<file path="config.mk">
export PLATFORM = sky130hd
export DESIGN_NAME = x_adc_frame_assembler_flat
export DESIGN_NICKNAME = d
export VERILOG_FILES = /design/src/rtl/x_adc_frame_assembler_if.sv /design/src/rtl/x_adc_frame_assembler.sv /design/src/flat_wrapper.sv
export SDC_FILE = /design/constraint.sdc
export NUM_CORES = 1
export LEC_CHECK = 0
export ABC_CLOCK_PERIOD_IN_PS = 55800
export CORE_ASPECT_RATIO = 1.4
export CORE_MARGIN = 1
export CORE_UTILIZATION = 59
export CTS_CLUSTER_DIAMETER = 40
export DETAILED_ROUTE_END_ITERATION = 6
export GPL_TIMING_DRIVEN = 0
export PLACE_DENSITY = 0.93
export SLEW_MARGIN = 20
export SYNTH_ARGS = -nofsm -noshare
export SYNTH_HDL_FRONTEND = slang
export SYNTH_SLANG_ARGS = --single-unit
</file>
<file path="constraint.sdc">
create_clock -name clk -period 55.8 [get_ports clk]
set_clock_uncertainty 0.2 [all_clocks]
set_input_delay 8.37 -clock clk [delete_from_list [all_inputs] [get_ports clk]]
set_output_delay 8.37 -clock clk [all_outputs]
set_load 0.01 [all_outputs]
</file>
<file path="src/rtl/x_adc_frame_assembler_if.sv">
// ---------------------------------------------------------------------------
// x_adc_frame_assembler_if
// Bundles the sample stream from the acquisition front end with the published
// frame bus that goes to the frame-capture register bank.
//   sample_in / sample_valid / sample_sof : per-cycle ADC sample, channel 0 tagged
//   srdyi                                 : one-cycle "new frame" strobe
//   x_adc[0..NUM_CH-1]                    : published frame (x_adc_0..x_adc_31)
//   busy / frame_err / err_count          : assembler status
// master = sample producer / frame consumer, slave = the assembler.
// ---------------------------------------------------------------------------
interface x_adc_frame_assembler_if #(
  parameter int DATA_W = 21,
  parameter int NUM_CH = 32
);
  logic [DATA_W-1:0] sample_in;
  logic              sample_valid;
  logic              sample_sof;
  logic              srdyi;
  logic [DATA_W-1:0] x_adc [NUM_CH];
  logic              busy;
  logic              frame_err;
  logic [7:0]        err_count;

  modport master (
    output sample_in, sample_valid, sample_sof,
    input  srdyi, x_adc, busy, frame_err, err_count
  );

  modport slave (
    input  sample_in, sample_valid, sample_sof,
    output srdyi, x_adc, busy, frame_err, err_count
  );
endinterface

</file>
<file path="src/rtl/x_adc_frame_assembler.sv">
// ---------------------------------------------------------------------------
// x_adc_frame_assembler
// Collects one ADC sample per cycle into a shadow buffer and publishes each
// complete NUM_CH-channel frame on frm.x_adc with a one-cycle frm.srdyi pulse.
// Malformed frames (orphan sample, early start-of-frame, stall timeout) raise
// a one-cycle frm.frame_err and bump the saturating frm.err_count.
// Ports:
//   clk          : rising-edge clock
//   GlobalReset  : synchronous reset, active high
//   frm (slave)  : sample input stream, published frame and status outputs
// ---------------------------------------------------------------------------
module x_adc_frame_assembler #(
  parameter int DATA_W       = 21,
  parameter int NUM_CH       = 32,
  parameter int IDLE_TIMEOUT = 64
) (
  input  logic                    clk,
  input  logic                    GlobalReset,
  x_adc_frame_assembler_if.slave  frm
);

  localparam int            CW        = $clog2(NUM_CH);
  localparam int            IW        = $clog2(IDLE_TIMEOUT);
  localparam logic [CW-1:0] LAST_CH   = CW'(NUM_CH - 1);
  localparam logic [IW-1:0] IDLE_LAST = IW'(IDLE_TIMEOUT - 1);

  typedef enum logic {S_IDLE, S_FILL} state_t;

  state_t            r_state;
  logic [CW-1:0]     r_ch_cnt;
  logic [IW-1:0]     r_idle_cnt;
  // The last channel goes straight from sample_in to the output, so the
  // shadow only needs to hold channels 0..NUM_CH-2.
  logic [DATA_W-1:0] r_shadow [NUM_CH-1];
  logic [DATA_W-1:0] r_x_adc  [NUM_CH];
  logic              r_srdyi;
  logic              r_busy;
  logic              r_frame_err;
  logic [7:0]        r_err_count;

  logic              w_accept;
  logic              w_sof;
  logic              w_err;

  function automatic logic [7:0] sat_inc(input logic [7:0] v);
    return (v == 8'hFF) ? v : v + 8'd1;
  endfunction

  assign w_accept = frm.sample_valid;
  assign w_sof    = frm.sample_valid & frm.sample_sof;

  // All three error sources are mutually exclusive, so one edge never carries
  // more than one error.
  always_comb begin
    w_err = 1'b0;
    case (r_state)
      S_IDLE: w_err = w_accept & ~frm.sample_sof;
      S_FILL: w_err = w_sof | (~w_accept & (r_idle_cnt == IDLE_LAST));
      default: w_err = 1'b0;
    endcase
  end

  always_ff @(posedge clk) begin
    if (GlobalReset) begin
      r_state     <= S_IDLE;
      r_ch_cnt    <= '0;
      r_idle_cnt  <= '0;
      r_srdyi     <= 1'b0;
      r_busy      <= 1'b0;
      r_frame_err <= 1'b0;
      r_err_count <= '0;
      for (int c = 0; c < NUM_CH - 1; c++) r_shadow[c] <= '0;
      for (int c = 0; c < NUM_CH; c++)     r_x_adc[c]  <= '0;
    end else begin
      r_srdyi     <= 1'b0;
      r_frame_err <= w_err;
      if (w_err) r_err_count <= sat_inc(r_err_count);

      case (r_state)
        S_IDLE: begin
          if (w_sof) begin
            r_shadow[0] <= frm.sample_in;
            r_ch_cnt    <= CW'(1);
            r_idle_cnt  <= '0;
            r_state     <= S_FILL;
            r_busy      <= 1'b1;
          end
        end

        S_FILL: begin
          if (w_sof) begin
            // Early SOF wins over completion: restart with this as channel 0.
            r_shadow[0] <= frm.sample_in;
            r_ch_cnt    <= CW'(1);
            r_idle_cnt  <= '0;
          end else if (w_accept && (r_ch_cnt == LAST_CH)) begin
            for (int c = 0; c < NUM_CH - 1; c++) r_x_adc[c] <= r_shadow[c];
            r_x_adc[NUM_CH-1] <= frm.sample_in;
            r_srdyi    <= 1'b1;
            r_ch_cnt   <= '0;
            r_idle_cnt <= '0;
            r_state    <= S_IDLE;
            r_busy     <= 1'b0;
          end else if (w_accept) begin
            r_shadow[r_ch_cnt] <= frm.sample_in;
            r_ch_cnt           <= r_ch_cnt + CW'(1);
            r_idle_cnt         <= '0;
          end else if (r_idle_cnt == IDLE_LAST) begin
            // Stall timeout: drop the partial frame, published data untouched.
            r_ch_cnt   <= '0;
            r_idle_cnt <= '0;
            r_state    <= S_IDLE;
            r_busy     <= 1'b0;
          end else begin
            r_idle_cnt <= r_idle_cnt + IW'(1);
          end
        end

        default: begin
          r_state <= S_IDLE;
          r_busy  <= 1'b0;
        end
      endcase
    end
  end

  assign frm.srdyi     = r_srdyi;
  assign frm.busy      = r_busy;
  assign frm.frame_err = r_frame_err;
  assign frm.err_count = r_err_count;

  for (genvar g = 0; g < NUM_CH; g++) begin : g_out
    assign frm.x_adc[g] = r_x_adc[g];
  end

endmodule

</file>
<file path="src/flat_wrapper.sv">
// flat-port wrapper written by rule: the top's interface ports become plain ports
module x_adc_frame_assembler_flat 
#(
  parameter int DATA_W       = 21,
  parameter int NUM_CH       = 32,
  parameter int IDLE_TIMEOUT = 64
)
  (clk, GlobalReset, frm_sample_in, frm_sample_valid, frm_sample_sof, frm_srdyi, frm_x_adc, frm_busy, frm_frame_err, frm_err_count);
  x_adc_frame_assembler_if #(.DATA_W(DATA_W), .NUM_CH(NUM_CH)) frm_i ();
  input  logic clk;
  input  logic GlobalReset;
  input wire logic [$bits(frm_i.sample_in)-1:0] frm_sample_in;
  input wire logic [$bits(frm_i.sample_valid)-1:0] frm_sample_valid;
  input wire logic [$bits(frm_i.sample_sof)-1:0] frm_sample_sof;
  output wire logic [$bits(frm_i.srdyi)-1:0] frm_srdyi;
  output wire logic [$bits(frm_i.x_adc)-1:0] frm_x_adc;
  output wire logic [$bits(frm_i.busy)-1:0] frm_busy;
  output wire logic [$bits(frm_i.frame_err)-1:0] frm_frame_err;
  output wire logic [$bits(frm_i.err_count)-1:0] frm_err_count;
  assign frm_i.sample_in = frm_sample_in;
  assign frm_i.sample_valid = frm_sample_valid;
  assign frm_i.sample_sof = frm_sample_sof;
  assign frm_srdyi = frm_i.srdyi;
  assign frm_x_adc = {>>{frm_i.x_adc}};
  assign frm_busy = frm_i.busy;
  assign frm_frame_err = frm_i.frame_err;
  assign frm_err_count = frm_i.err_count;
  x_adc_frame_assembler #(.DATA_W(DATA_W), .NUM_CH(NUM_CH), .IDLE_TIMEOUT(IDLE_TIMEOUT)) u_core (.clk(clk), .GlobalReset(GlobalReset), .frm(frm_i));
endmodule
</file>
[Word level (Yosys, flattened, before mapping)]
Memories as Yosys holds them, arrays and structs flattened.
Cells that the tools add are included.
Operators by class
  add/sub/neg operators: 3
  equal/unequal tests: 8
  multiplexer cells: 81
  bitwise operators: 42
  reductions and logical operators: 5
Operators with widths (number)
  two-way mux 21 bit: 35
  OR 1 bit: 35
  two-way mux 1 bit: 30
  two-way mux 5 bit: 6
  two-way mux 6 bit: 5
  OR reduction 21 bit: 1
  case mux 6 bit (2 select lines): 1
  case mux 5 bit (2 select lines): 1
  adder 8 x 1 -> 8 bit (second input constant): 1
  == test 8 bit (second input constant): 1
  adder 6 x 1 -> 6 bit (second input constant): 1
  == test 6 bit (second input constant): 1
  != test 3 bit (second input constant): 2
  case mux 1 bit (2 select lines): 3
  adder 5 x 1 -> 5 bit (second input constant): 1
  == test 5 bit (second input constant): 1
  != test 5 bit (second input constant): 1
  NOT 1 bit: 4
  AND reduction 2 bit: 2
  AND reduction 4 bit: 1
  AND 1 bit: 3
  != test 2 x 1 -> 1 bit (second input constant): 1
  != test 2 bit (second input constant): 1
  logical AND 1 bit: 1
Word-level totals
  register bits: 23
  memory bits (writable): 1323
  input port bits: 25
  output and inout port bits: 683
  word-level logic and storage cells: 148
  memories: 2
Memory list
  u_core.r_x_adc: words 32, width 21, rd ports 32, clocked after memory_dff 0, write ports 32, RTL line x_adc_frame_assembler.sv:35  | logic [DATA_W-1:0] r_x_adc [NUM_CH];
  u_core.r_shadow: words 31, width 21, rd ports 31, clocked after memory_dff 0, write ports 31, RTL line x_adc_frame_assembler.sv:34  | logic [DATA_W-1:0] r_shadow [NUM_CH-1];

[Depth between registers and ports, before layout]
Gate-level depths: netlist (run 1).
  depth in word-level cells: 9
  gate-level depth with buffers: 9
  depth with buffers taken out: 7

[Worst setup path after synthesis (run 1)]
OpenSTA, ideal clock, no wires.
  path kind: input to register
  start point: input frm_sample_valid
  end point: memory u_core.r_x_adc[0][0] (enable)
  library setup time: 1095 ps
  arrival: 23343 ps
  data required time: 54505 ps
  setup slack: 31163 ps
  cell stages on the path: 3
  buffers on the path: 2
  cells stage by stage: buf_4 > clkbuf_1 > a41o_1
RTL lines
  start: declaration: RTL line flat_wrapper.sv:13  | input wire logic [$bits(frm_i.sample_valid)-1:0] frm_sample_valid;
  end: declaration: RTL line x_adc_frame_assembler.sv:35

==> metrics.md, run 1 <==
| Metric | Value |
|---|---|
| Row cnt | `126` |
| GP Congestion | `0.883` |
| Largest family of logic cells by synthesized area | `simple AND/OR/NAND/NOR gates` |
| Post-Synth XOR/XNOR Area | `less than 1%` |
| Synth Flop Type | `edfxtp_1` |
| Clock Root Buffer | `clkbuf_16` |
| Flop-to-flop setup slack | `52,080 ps` |
| Number of vias per cell | `5.85` |
| Mux cell area share after synthesis | `0.0619%` |
| Synthesized area | `roughly 50,000 um2` |
| Logic gate share of total power | `under 10%` |
| Initial core utilization | `59.8%` |
| Post-Route WL | `156,000 um` |
| Reg2Reg Depth | `8` |
| Nets | `approximately 4,000` |
| Die height | `348 um` |
| Yosys warnings | `0` |
| Cell area after layout | `63,900 um2` |
| Number of synthesized register bits | `1,346` |
| Largest cells by area after synthesis | `edfxtp_1, and2_1, nor2b_1` |
| RR Startpoint | `u_core.r_ch_cnt[0]` |
| Hold Fails Final Rpt | `0` |
| Top cell family by delay on the critical path | `buffers and inverters` |
| Max Fclk | `~94 MHz` |
| Worst-path maximum fanout | `21` |
| Leading area contributor after synthesis | `edfxtp_1` |
| Filler cells | `4,303` |
| Seq pwr share | `54.0%` |
| Fin Hold WS | `303 ps` |
| Unrepaired setup endpoints after global routing | `false` |
| Final HPWL DP | `102,000 um` |
| Final min period | `10,670 ps` |
| Die Width | `249 um` |
| Postcts setup bufs | `0` |
| Compound-cell area share of the yosys netlist | `0.827%` |
| Crit path top cell by count | `buf_2` |
| Synth top area share | `78.7%` |
| Clock buffer count from CTS | `roughly 130` |
| Final core utilization | `75.6%` |
| Routed vias | `roughly 30,000` |
| Hold depth | `1` |
| Clock share of power | `40.2%` |
| Max IR drop VDD | `0.0327 mV` |
| Critical Path AT | `10,710 ps` |
| Critical Path End Type | `register` |
| Sw power | `486 uW` |
| Switching Share | `a little under a quarter` |
| Run status | `finished, final reports clean` |
| Final setup violation count | `0` |
| Vias in the first global route | `roughly 31,000` |
| DR pass1 iterations | `6` |
| Area Overhead vs Synth | `26.4%` |
| Cells after synthesis | `3,081` |
| Total congestion overflow | `0` |
| Worst-skew pair later-pin latency | `740 ps` |
| All-Layer GR Usage | `35.7%` |
| Initial antenna violation count | `15` |
| CP peak stage delay | `approximately 740 ps` |
| Final ANT Viol Nets | `0` |
| Transition time at the pin with the least slew margin | `1290 ps` |
| CTS H-tree lvls | `4` |
| Leakage | `0.0234 uW` |
| Synth async-reset ratio | `0%` |
| CP required | `55,840 ps` |
| Pint | `1670 uW` |
| Largest net degree at the start of global routing | `70` |
| Max-slew headroom | `13.8%` |
| Synth Area per Inst | `approximately 16 um2` |
| FF-to-FF End | `u_core.r_shadow[26][5]` |
| Origin of the worst min-delay path | `u_core.r_shadow[2][15]` |
| Power Dens Cells | `about 34 nW/um2` |
| CP Buf/Inv Count | `4` |
| Routed length per placed instance | `30.3 um` |
| Port buffer count | `704` |
| Post-cts resize count | `0` |
| Layout cells sized above 1 | `8.82%` |
| Post-synth cell types | `44` |
| Sequential fraction of the synthesis area | `around four fifths` |
| Max clock buf depth | `3` |
| CP startpoint kind | `input pin` |
| TritonCTS clock tree | `built` |
| Post-synthesis adder-cell area fraction | `0.173%` |
| CTS sink count | `1,346` |
| Die area | `approximately 87,000 um2` |
| Clock transition at path regs | `70 ps` |
| Setup_tns | `0 ps` |
| Hold Path Class | `register to register` |
| Crit-path slowest cell | `nand2_1` |
| Max-Cap Viols | `0` |
| Crit path cell chain | `buf_2 -> inv_1 -> clkbuf_1 -> buf_2 -> nand2_1` |
| Synth Area in Simple Gates | `17.4%` |
| Setup CP Type | `input pin to register` |
| Syn nets | `3,113` |
| Final count of pins violating max slew | `0` |
| First-pass GRT wire length | `between 200,000 and 250,000 um` |
| Io pins | `708` |
| # hold bufs at CTS | `0` |
| Post-synth EDFFs | `1,323` |
| Final worst-path cycle share | `19.1%` |
| Placed cell area | `59,700 um2` |
| DRC violations left | `0` |
| First DRT Iteration DRCs | `3,304` |
| Core Box Area | `84,500 um2` |
| Worst hold path endpoint | `u_core.r_x_adc[0][57]` |
-- cell families (layout without fill, tap and decap cells) --
family,Yosys count,after routing
other,0,6
AND/OR/NAND/NOR,1423,1423
multiplexers,3,3
XOR/XNOR,2,2
adder cells (fa/ha/maj),7,7
AO/OA/AOI/OAI,71,71
buffers and inverters,229,1209
flip-flops,1346,1346
-- placed cells by master (no fill, tap or decap), types with 12 or more instances in the layout --
| cell | synthesis | layout |
|---|---|---|
| edfxtp_1 | 1323 | 1323 |
| and2_1 | 1011 | 1011 |
| clkdlybuf4s50_1 | 0 | 704 |
| nor2b_1 | 317 | 317 |
| clkbuf_1 | 138 | 161 |
| clkbuf_16 | 0 | 133 |
| buf_2 | 50 | 51 |
| nor2_1 | 37 | 37 |
| o21ai_2 | 0 | 30 |
| clkbuf_2 | 25 | 30 |
| dfxtp_1 | 23 | 23 |
| clkinv_1 | 0 | 20 |
| buf_6 | 0 | 18 |
| clkinv_2 | 0 | 16 |
| a21oi_1 | 13 | 13 |
| nand2_1 | 12 | 12 |
| buf_8 | 0 | 12 |
-- stage by stage --
stage | std cells | power (uW) | setup slack (ps)
global route | 5150 | 2190 | 45030
floorplan | 3081 | 1230 | 31160
detailed placement | 4915 | 1300 | 44400
CTS | 5149 | 2150 | 45170
global placement | 4873 | 1310 | 25580
finish | 5155 | 2150 | 45130
-- power groups by stage --
stage	combinational, uW	clock (uW)	sequential [uW]
floorplan	28.8	0	1200
global placement	113	0	1200
detailed placement	122	0	1180
CTS	124	862	1160
global route	128	895	1160
finish	125	865	1160
-- flip-flops by register name (all words and copies together) (netlist names) --
| register | cells |
|---|---|
| u_core.r_x_adc | 672 |
| u_core.r_shadow | 651 |
| u_core.frm.err_count | 8 |
| u_core.r_idle_cnt | 6 |
| u_core.r_ch_cnt | 5 |
| u_core.frm.busy | 1 |
| u_core.frm.frame_err | 1 |
| u_core.frm.srdyi | 1 |
| u_core.r_state | 1 |
-- final cells by class --
type / instances / area, um2 / share of cell area [%]
clock buffer: 162 / 3450 / 5.40
antenna: 6 / 15.0 / 0.0235
sequential: 1346 / 40200 / 62.9
tap: 1088 / 1360 / 2.13
inverter: 9 / 33.8 / 0.0529
timing repair buffer: 746 / 7740 / 12.1
clock inverter: 72 / 662 / 1.04
buffer: 220 / 950 / 1.49
multi-input combinational: 1506 / 9470 / 14.8
-- synth_stat cells, types with 4 or more instances --
cell      instances
a21oi_1          13
and2_1         1011
buf_2            50
buf_4             6
clkbuf_1        138
clkbuf_2         25
dfxtp_1          23
edfxtp_1       1323
ha_1              7
inv_1             9
nand2_1          12
nand3_1          11
nand3_2           4
nor2_1           37
nor2_2            4
nor2b_1         317
o21ai_0          37
or3_1             9
-- worst max path at each step --
stage	startpoint	to	slack, ps	cells past startpoint
global route	GlobalReset	u_core.r_shadow[0][20]	45030	5
finish	GlobalReset	u_core.r_shadow[0][18]	45130	5
floorplan	frm_sample_valid	u_core.r_x_adc[0][0]	31160	3
detailed placement	GlobalReset	u_core.r_shadow[0][2]	44400	5
global placement	GlobalReset	u_core.r_x_adc[1][103]	25580	3
CTS	GlobalReset	u_core.r_shadow[0][18]	45170	5
-- layer usage --
| layer | share of wire (%) | vias to the layer above | global-route usage, % | routed length [um] |
|---|---|---|---|---|
| met2 | 49 | 2278 | 59.8 | 76500 |
| met4 | 7.6 | 2 | 24.9 | 11900 |
| li1 | - | 12466 | - | - |
| met1 | 32 | 14857 | 38.7 | 49700 |
| met3 | 12 | 529 | 10.9 | 18000 |
| met5 | 0.0090 | - | 0 | 14 |
Power figures use the tool's default switching activity.
==> inputs of run 2 (changes only) <==
--- a/config.mk
+++ b/config.mk
@@ -5,14 +5,14 @@
 export SDC_FILE = /design/constraint.sdc
 export NUM_CORES = 1
 export LEC_CHECK = 0
-export ABC_CLOCK_PERIOD_IN_PS = 55800
+export ABC_CLOCK_PERIOD_IN_PS = 11010
 export CORE_ASPECT_RATIO = 1.4
 export CORE_MARGIN = 1
-export CORE_UTILIZATION = 59
+export CORE_UTILIZATION = 54
 export CTS_CLUSTER_DIAMETER = 40
 export DETAILED_ROUTE_END_ITERATION = 6
 export GPL_TIMING_DRIVEN = 0
-export PLACE_DENSITY = 0.93
+export PLACE_DENSITY = 0.87
 export SLEW_MARGIN = 20
 export SYNTH_ARGS = -nofsm -noshare
 export SYNTH_HDL_FRONTEND = slang
==> constraint.sdc (replaced) <==
create_clock -name clk -period 11.01 [get_ports clk]
set_clock_uncertainty 0.2 [all_clocks]
set_input_delay 1.6515 -clock clk [delete_from_list [all_inputs] [get_ports clk]]
set_output_delay 1.6515 -clock clk [all_outputs]
set_load 0.01 [all_outputs]
==> run 2 against run 1 <==
The run now ends with design-rule violations left. Count of clock-buffer cells in the layout is 11 lower. Core utilization is 6.4 points lower. First-iteration DRC count is 2.8% lower. Power grew to 5.1 times the previous value. Setup slack lost 38000 ps. Critical path type unchanged. Largest cell class unchanged.
==> metrics.md, run 2 (same netlist as run 1, synthesis figures left out) <==
| Metric | Value |
|---|---|
| Final min period | `3990 ps` |
| Crit-path slowest cell | `clkbuf_1` |
| Largest Register | `u_core.r_x_adc` |
| CP Buf/Inv Count | `6 (+2)` |
| Multi-input logic area | `9480 um2 (about the same)` |
| Fin Hold WS | `307 ps (+3.96 ps)` |
| Max IR drop VDD | `0.149 mV (+350%)` |
| Hold depth | `1 (unchanged)` |
| Core Box Area | `92,700 um2 (+9.6%)` |
| Area Overhead vs Synth | `26.9%` |
| Final setup violation count | `0 (unchanged)` |
| Power Dens Cells | `171 nW/um2 (+410%)` |
| Setup CP Type | `input pin to register` |
| Most frequent cells in the layout | `edfxtp_1, and2_1, clkdlybuf4s50_1` |
| TritonCTS clock tree | `built` |
| Post-cts resize count | `0 (unchanged)` |
| Unrepaired setup endpoints after global routing | `false` |
| Worst-path maximum fanout | `64 (+200%)` |
| Critical Path End Type | `register` |
| Io pins | `708 (unchanged)` |
| Clock Root Buffer | `clkbuf_16` |
| Die height | `364 um (+4.5%)` |
| Critical path launch point | `GlobalReset` |
| Max-slew headroom | `16.3% (+2.5 points)` |
| Final count of pins violating max slew | `0 (unchanged)` |
| Total congestion overflow | `0 (unchanged)` |
| Reg2Reg Depth | `8 (unchanged)` |
| Routed length per placed instance | `28.6 um (-5.7%)` |
| First DRT Iteration DRCs | `3,212 (-2.8%)` |
| Run status | `complete, but fails checks` |
| CP required | `11,230 ps (-44,610 ps)` |
| Largest register FFs | `672 (unchanged)` |
| Layout cells sized above 1 | `9.16% (+0.34 points)` |
| Number of vias per cell | `5.56 (-4.8%)` |
| Sequential Area | `40,200 um2 (unchanged)` |
| Crit path to | `u_core.r_x_adc[0][259]` |
| Max Fclk | `~250 MHz` |
| Final ANT Viol Nets | `0 (unchanged)` |
| # hold bufs at CTS | `0 (unchanged)` |
| Die Width | `260 um (+4.5%)` |
| Nets | `3,992 (unchanged)` |
| Final worst-path cycle share | `a little over a third` |
| Worst setup slack after placement | `6280 ps (-38,120 ps)` |
| Hold Fails Final Rpt | `0 (unchanged)` |
| Worst-skew pair later-pin latency | `760 ps (+20 ps)` |
| Vias in the first global route | `29,662 (-3.3%)` |
| Critical Path AT | `4200 ps (-6510 ps)` |
| Largest net degree at the start of global routing | `67 (-4.3%)` |
| Crit path cell chain | `buf_2 -> clkbuf_1 -> a41o_4 -> buf_12 -> buf_12 -> buf_16 -> buf_16` |
| Worst Slack Setup Final | `7020 ps (-38,100 ps)` |
| DR pass1 iterations | `7 (+1)` |
| Leakage | `0.0235 uW (+0.31%)` |
| Levels on crit path | `7 (+2)` |
| Routed vias | `29,335 (-2.6%)` |
| Filler cells | `5,508 (+28%)` |
| Final core utilization | `69.2% (-6.4 points)` |
| Commonest non-fill, non-tap cell in the layout | `edfxtp_1` |
| Clock transition at path regs | `60 ps (about the same)` |
| Row cnt | `132 (+4.8%)` |
| Failing checks | `design-rule violations` |
| CTS sink count | `1,346 (unchanged)` |
| Post-Layout Cell Count | `5,274 (+2.3%)` |
| Max clock buf depth | `3 (unchanged)` |
| GP Congestion | `0.886 (+0.29%)` |
| Post-Route WL | `151,000 um (-3.5%)` |
| Max-Cap Viols | `0 (unchanged)` |
| All-Layer GR Usage | `31.8% (-3.9 points)` |
| Initial antenna violation count | `10 (-5)` |
| First-pass GRT wire length | `207,000 um (-3.4%)` |
| CP peak stage delay | `510 ps (-230 ps)` |
| FF-to-FF End | `u_core.r_shadow[13][2]` |
| RR Startpoint | `u_core.r_ch_cnt[0]` |
| Postcts setup bufs | `0 (unchanged)` |
| DRC violations left | `177 (+177)` |
| CTS H-tree lvls | `4 (unchanged)` |
| Port buffer count | `704 (unchanged)` |
| Placed insts | `5,033 (+2.4%)` |
| CP startpoint kind | `input pin` |
| Transition time at the pin with the least slew margin | `1260 ps (-37.3 ps)` |
| Die area | `94,800 um2 (+9.2%)` |
| Flop-to-flop setup slack | `7290 ps (-44,790 ps)` |
| Top cell family by delay on the critical path | `buffers and inverters` |
| Final HPWL DP | `99,600 um (-2.2%)` |
| Clock buffer count from CTS | `130 (-0.76%)` |
| Hold Path Class | `register to register` |
| Initial core utilization | `54.5% (-5.3 points)` |
[run 2: cell count changes in the layout (fill, tap and decap cells not counted), moves of 2 or more]
cell | previous run | this run
clkbuf_1 | 161 | 150
clkinv_2 | 16 | 24
bufinv_16 | 6 | 9
buf_12 | 3 | 5
buf_6 | 18 | 20
buf_8 | 12 | 10
clkinv_1 | 20 | 18
inv_16 | 1 | 3
[run 2: layout make-up]
type,instances,area share (%)
inverter,9,0.0527
timing repair buffer,747,12.1
buffer,220,1.48
tap,1206,2.35
clock inverter,83,1.26
multi-input combinational,1506,14.8
clock buffer,151,5.30
sequential,1346,62.7
antenna,6,0.0234
[run 2: worst min-delay path by stage]
stage / endpoint / slack, ps / startpoint
finish: u_core.r_x_adc[0][248] / 310 / u_core.r_shadow[11][17]
global placement: u_core.r_idle_cnt[5] / 290 / u_core.r_idle_cnt[5]
detailed placement: u_core.frm.err_count[1] / 300 / u_core.frm.err_count[1]
floorplan: u_core.r_idle_cnt[5] / 280 / u_core.r_idle_cnt[5]
global route: u_core.r_x_adc[0][57] / 320 / u_core.r_shadow[2][15]
CTS: u_core.r_x_adc[0][15] / 310 / u_core.r_shadow[0][15]
[run 2: through the flow]
| stage | cell area [um2] | setup TNS (ps) | power (uW) |
|---|---|---|---|
| finish | 64100 | 0 | 11000 |
| CTS | 64100 | 0 | 11000 |
| detailed placement | 59900 | 0 | 6610 |
| floorplan | 50500 | 0 | 6210 |
| global placement | 59100 | -1744580 | 6610 |
| global route | 64100 | 0 | 11200 |
[run 2: routing by layer]
metal  wire length [um]  global-route usage, %
met1              49000                   35.1
met2              76900                   54.8
met3              15500                   9.32
met4               9260                   17.3
met5                  0                      0
[run 2: power by group]
part           internal [uW]  switching, uW
registers               5810           78.9
clock network           2460           1990
logic                    240            386
total                   8520           2450
==> inputs of run 3 (changes only) <==
--- a/config.mk
+++ b/config.mk
@@ -5,7 +5,7 @@
 export SDC_FILE = /design/constraint.sdc
 export NUM_CORES = 1
 export LEC_CHECK = 0
-export ABC_CLOCK_PERIOD_IN_PS = 11010
+export ABC_CLOCK_PERIOD_IN_PS = 3700
 export CORE_ASPECT_RATIO = 1.4
 export CORE_MARGIN = 1
 export CORE_UTILIZATION = 54
==> constraint.sdc (replaced) <==
create_clock -name clk -period 3.7 [get_ports clk]
set_clock_uncertainty 0.2 [all_clocks]
set_input_delay 0.555 -clock clk [delete_from_list [all_inputs] [get_ports clk]]
set_output_delay 0.555 -clock clk [all_outputs]
set_load 0.01 [all_outputs]
==> run 3 against run 2 <==
The run still ends with design-rule violations left. Routed wire length down 2.0%. Power rose to 3.0 times the previous value. Largest power group unchanged. Global-route usage decreased by 0.61 points. Sequential cell count unchanged. Count of clock-buffer cells in the layout increased by 4. Critical path depth rose by 1. Core utilization increased by 0.20 points. Critical endpoint is now u_core.r_shadow[9][7].
==> metrics.md, run 3 (same netlist as run 1, synthesis figures left out) <==
| Metric | Value |
|---|---|
| Placed cell area | `60,000 um2 (about the same)` |
| Worst-path maximum fanout | `14 (-78%)` |
| Unrepaired setup endpoints after global routing | `false` |
| CP Buf/Inv Count | `2 (-4)` |
| Crit path top cell by count | `ha_4` |
| DR pass1 iterations | `7 (unchanged)` |
| Clock transition at path regs | `60 ps (about the same)` |
| Vias in the first global route | `29,269 (-1.3%)` |
| Crit-path slowest cell | `o21ai_2` |
| CP startpoint kind | `register` |
| Max IR drop VDD | `0.536 mV (+260%)` |
| Final count of pins violating max slew | `0 (unchanged)` |
| Origin of the worst min-delay path | `GlobalReset` |
| Largest net degree at the start of global routing | `65 (-3.0%)` |
| Setup_tns | `0 ps (unchanged)` |
| Worst hold path endpoint | `u_core.r_idle_cnt[5]` |
| CP required | `3960 ps (-7270 ps)` |
| Hold Fails Final Rpt | `0 (unchanged)` |
| Cell area after layout | `64,300 um2 (+0.28%)` |
| Nets | `3,995 (+0.075%)` |
| Hold depth | `3 (+2)` |
| Initial antenna violation count | `18 (+8)` |
| RR Startpoint | `u_core.r_ch_cnt[0]` |
| Leakage | `0.0236 uW (+0.26%)` |
| Final min period | `3560 ps` |
| Final worst-path cycle share | `96.3%` |
| Crit path cell chain | `ha_4 -> and3_4 -> ha_4 -> nor2_2 -> nand3_2 -> buf_2 -> o21ai_2 -> buf_8` |
| Transition time at the pin with the least slew margin | `1300 ps (+46.8 ps)` |
| GP Congestion | `0.874 (-1.4%)` |
| Die height | `364 um (unchanged)` |
| Number of vias per cell | `5.49 (-1.4%)` |
| Setup CP Type | `register to register` |
| TritonCTS clock tree | `built` |
| Run status | `complete, but fails checks` |
| Max clock buf depth | `3 (unchanged)` |
| Core Box Area | `92,700 um2 (unchanged)` |
| First DRT Iteration DRCs | `2,921 (-9.1%)` |
| First-pass GRT wire length | `202,000 um (-2.2%)` |
| Reg2Reg Depth | `8 (unchanged)` |
| Layout cells sized above 1 | `9.29% (+0.13 points)` |
| Power Dens Cells | `511 nW/um2 (+200%)` |
| Pint | `25,600 uW (+200%)` |
| Largest Register | `u_core.r_x_adc` |
| Max-slew headroom | `13.2% (-3.1 points)` |
| Fin Hold WS | `277 ps (-30.5 ps)` |
| Hold Path Class | `input pin to register` |
| All-Layer GR Usage | `31.1% (-0.61 points)` |
| Row cnt | `132 (unchanged)` |
| DRC violations left | `252 (+42%)` |
| Port buffer count | `704 (unchanged)` |
| Commonest non-fill, non-tap cell in the layout | `edfxtp_1` |
| Worst Slack Setup Final | `138 ps (-6890 ps)` |
| Critical Path AT | `3830 ps (-370 ps)` |
| Die area | `94,800 um2 (unchanged)` |
| Logic gate share of total power | `5.7% (about the same)` |
| CTS H-tree lvls | `4 (unchanged)` |
| Io pins | `708 (unchanged)` |
| Area Overhead vs Synth | `27.3%` |
| Clock buffer count from CTS | `131 (+0.77%)` |
| Max Fclk | `roughly 280 MHz` |
| Flop-to-flop setup slack | `140 ps (-7150 ps)` |
| Post-Route WL | `148,000 um (-2.0%)` |
| Top cell family by delay on the critical path | `simple AND/OR/NAND/NOR gates` |
| Routed length per placed instance | `28.0 um (-2.1%)` |
| Die Width | `260 um (unchanged)` |
| Final setup violation count | `0 (unchanged)` |
| Total congestion overflow | `0 (unchanged)` |
| CP peak stage delay | `570 ps (+60 ps)` |
| Most frequent cells in the layout | `edfxtp_1, and2_1, clkdlybuf4s50_1` |
| Initial core utilization | `54.5% (unchanged)` |
| Failing checks | `design-rule violations` |
| CTS sink count | `1,346 (unchanged)` |
| Worst-skew pair later-pin latency | `780 ps (+20 ps)` |
| Clock Root Buffer | `clkbuf_16` |
| Largest register FFs | `672 (unchanged)` |
| Final ANT Viol Nets | `0 (unchanged)` |
| Routed vias | `28,957 (-1.3%)` |
| Clock share of power | `41.0% (+0.4 points)` |
| Sw power | `7240 uW (+200%)` |
| Filler cells | `5,409 (-1.8%)` |
| Worst setup slack after placement | `48.2 ps (-6230 ps)` |
| Critical Path End Type | `register` |
| Final core utilization | `69.4% (+0.20 points)` |
| Max-Cap Viols | `0 (unchanged)` |
| Final HPWL DP | `98,500 um (-1.1%)` |
| FF-to-FF End | `u_core.r_shadow[9][7]` |
| Switching Share | `22.0% (-0.31 points)` |
| Seq pwr share | `53.3% (-0.4 points)` |
-- run 3: changes by cell type in the layout (fill, tap and decap cells not counted), moves of 3 or more --
cell,before,now
clkinv_1,18,24
clkinv_2,24,18
clkinv_4,5,1
buf_6,20,23
bufinv_16,9,12
clkbuf_1,150,147
clkbuf_2,31,34
-- run 3: what timing repair did --
item / 4_1_cts / 5_1_grt
setup buffers: 0 / 0
resized for setup: 0 / 1
setup endpoints to repair: 0 / 11
hold buffers: 2 / 0
endpoints found under the hold margin: 3 / 0
-- run 3: tightest hold or removal path, stage by stage --
cell      delay, ps
buf_2           200
clkbuf_2        260
a21oi_1         150
-- run 3: cell type report --
class                   instances  area (um2)  share of cell area, %
diodes                          4        10.0                 0.0156
plain buffers                 220         972                   1.51
clock buffers                 155        3450                   5.37
clock inverters                83         861                   1.34
inverters                       9        33.8                 0.0525
multi-input cells            1506        9510                   14.8
flip-flops and latches       1346       40200                   62.5
well taps                    1206        1510                   2.35
repair buffers                749        7760                   12.1
-- run 3: per-layer routing --
layer  up-vias  GRT usage, %  wire length [um]
li1      12459             -                 -
met1     14339          33.2             48200
met2      1730          52.9             74400
met3       427          10.6             15200
met4         2          19.4              9680
met5         -             0                13
-- run 3: stage by stage --
step	cells	total power, uW
finish	5278	32900
CTS	5274	32900
global placement	4991	19600
detailed placement	5034	19700
floorplan	3081	18400
global route	5274	33600
-- run 3: power by group through the flow --
stage	clock network, uW	logic, uW	registers (uW)
2_1_floorplan	0	437	18000
3_3_place_gp	0	1710	17900
3_5_place_dp	0	1840	17800
4_1_cts	13500	1870	17500
5_1_grt	14100	1940	17500
6_report	13500	1880	17500
-- run 3: worst max-delay path by stage --
stage / startpoint / endpoint / cells after the start
3_5_place_dp: u_core.r_ch_cnt[0] / u_core.r_shadow[13][17] / 8
6_report: u_core.r_ch_cnt[0] / u_core.r_shadow[9][7] / 8
4_1_cts: u_core.r_ch_cnt[0] / u_core.r_shadow[13][17] / 8
3_3_place_gp: GlobalReset / u_core.r_x_adc[0][311] / 3
5_1_grt: u_core.r_ch_cnt[0] / u_core.r_shadow[0][20] / 8
2_1_floorplan: u_core.r_ch_cnt[1] / u_core.r_x_adc[0][0] / 4
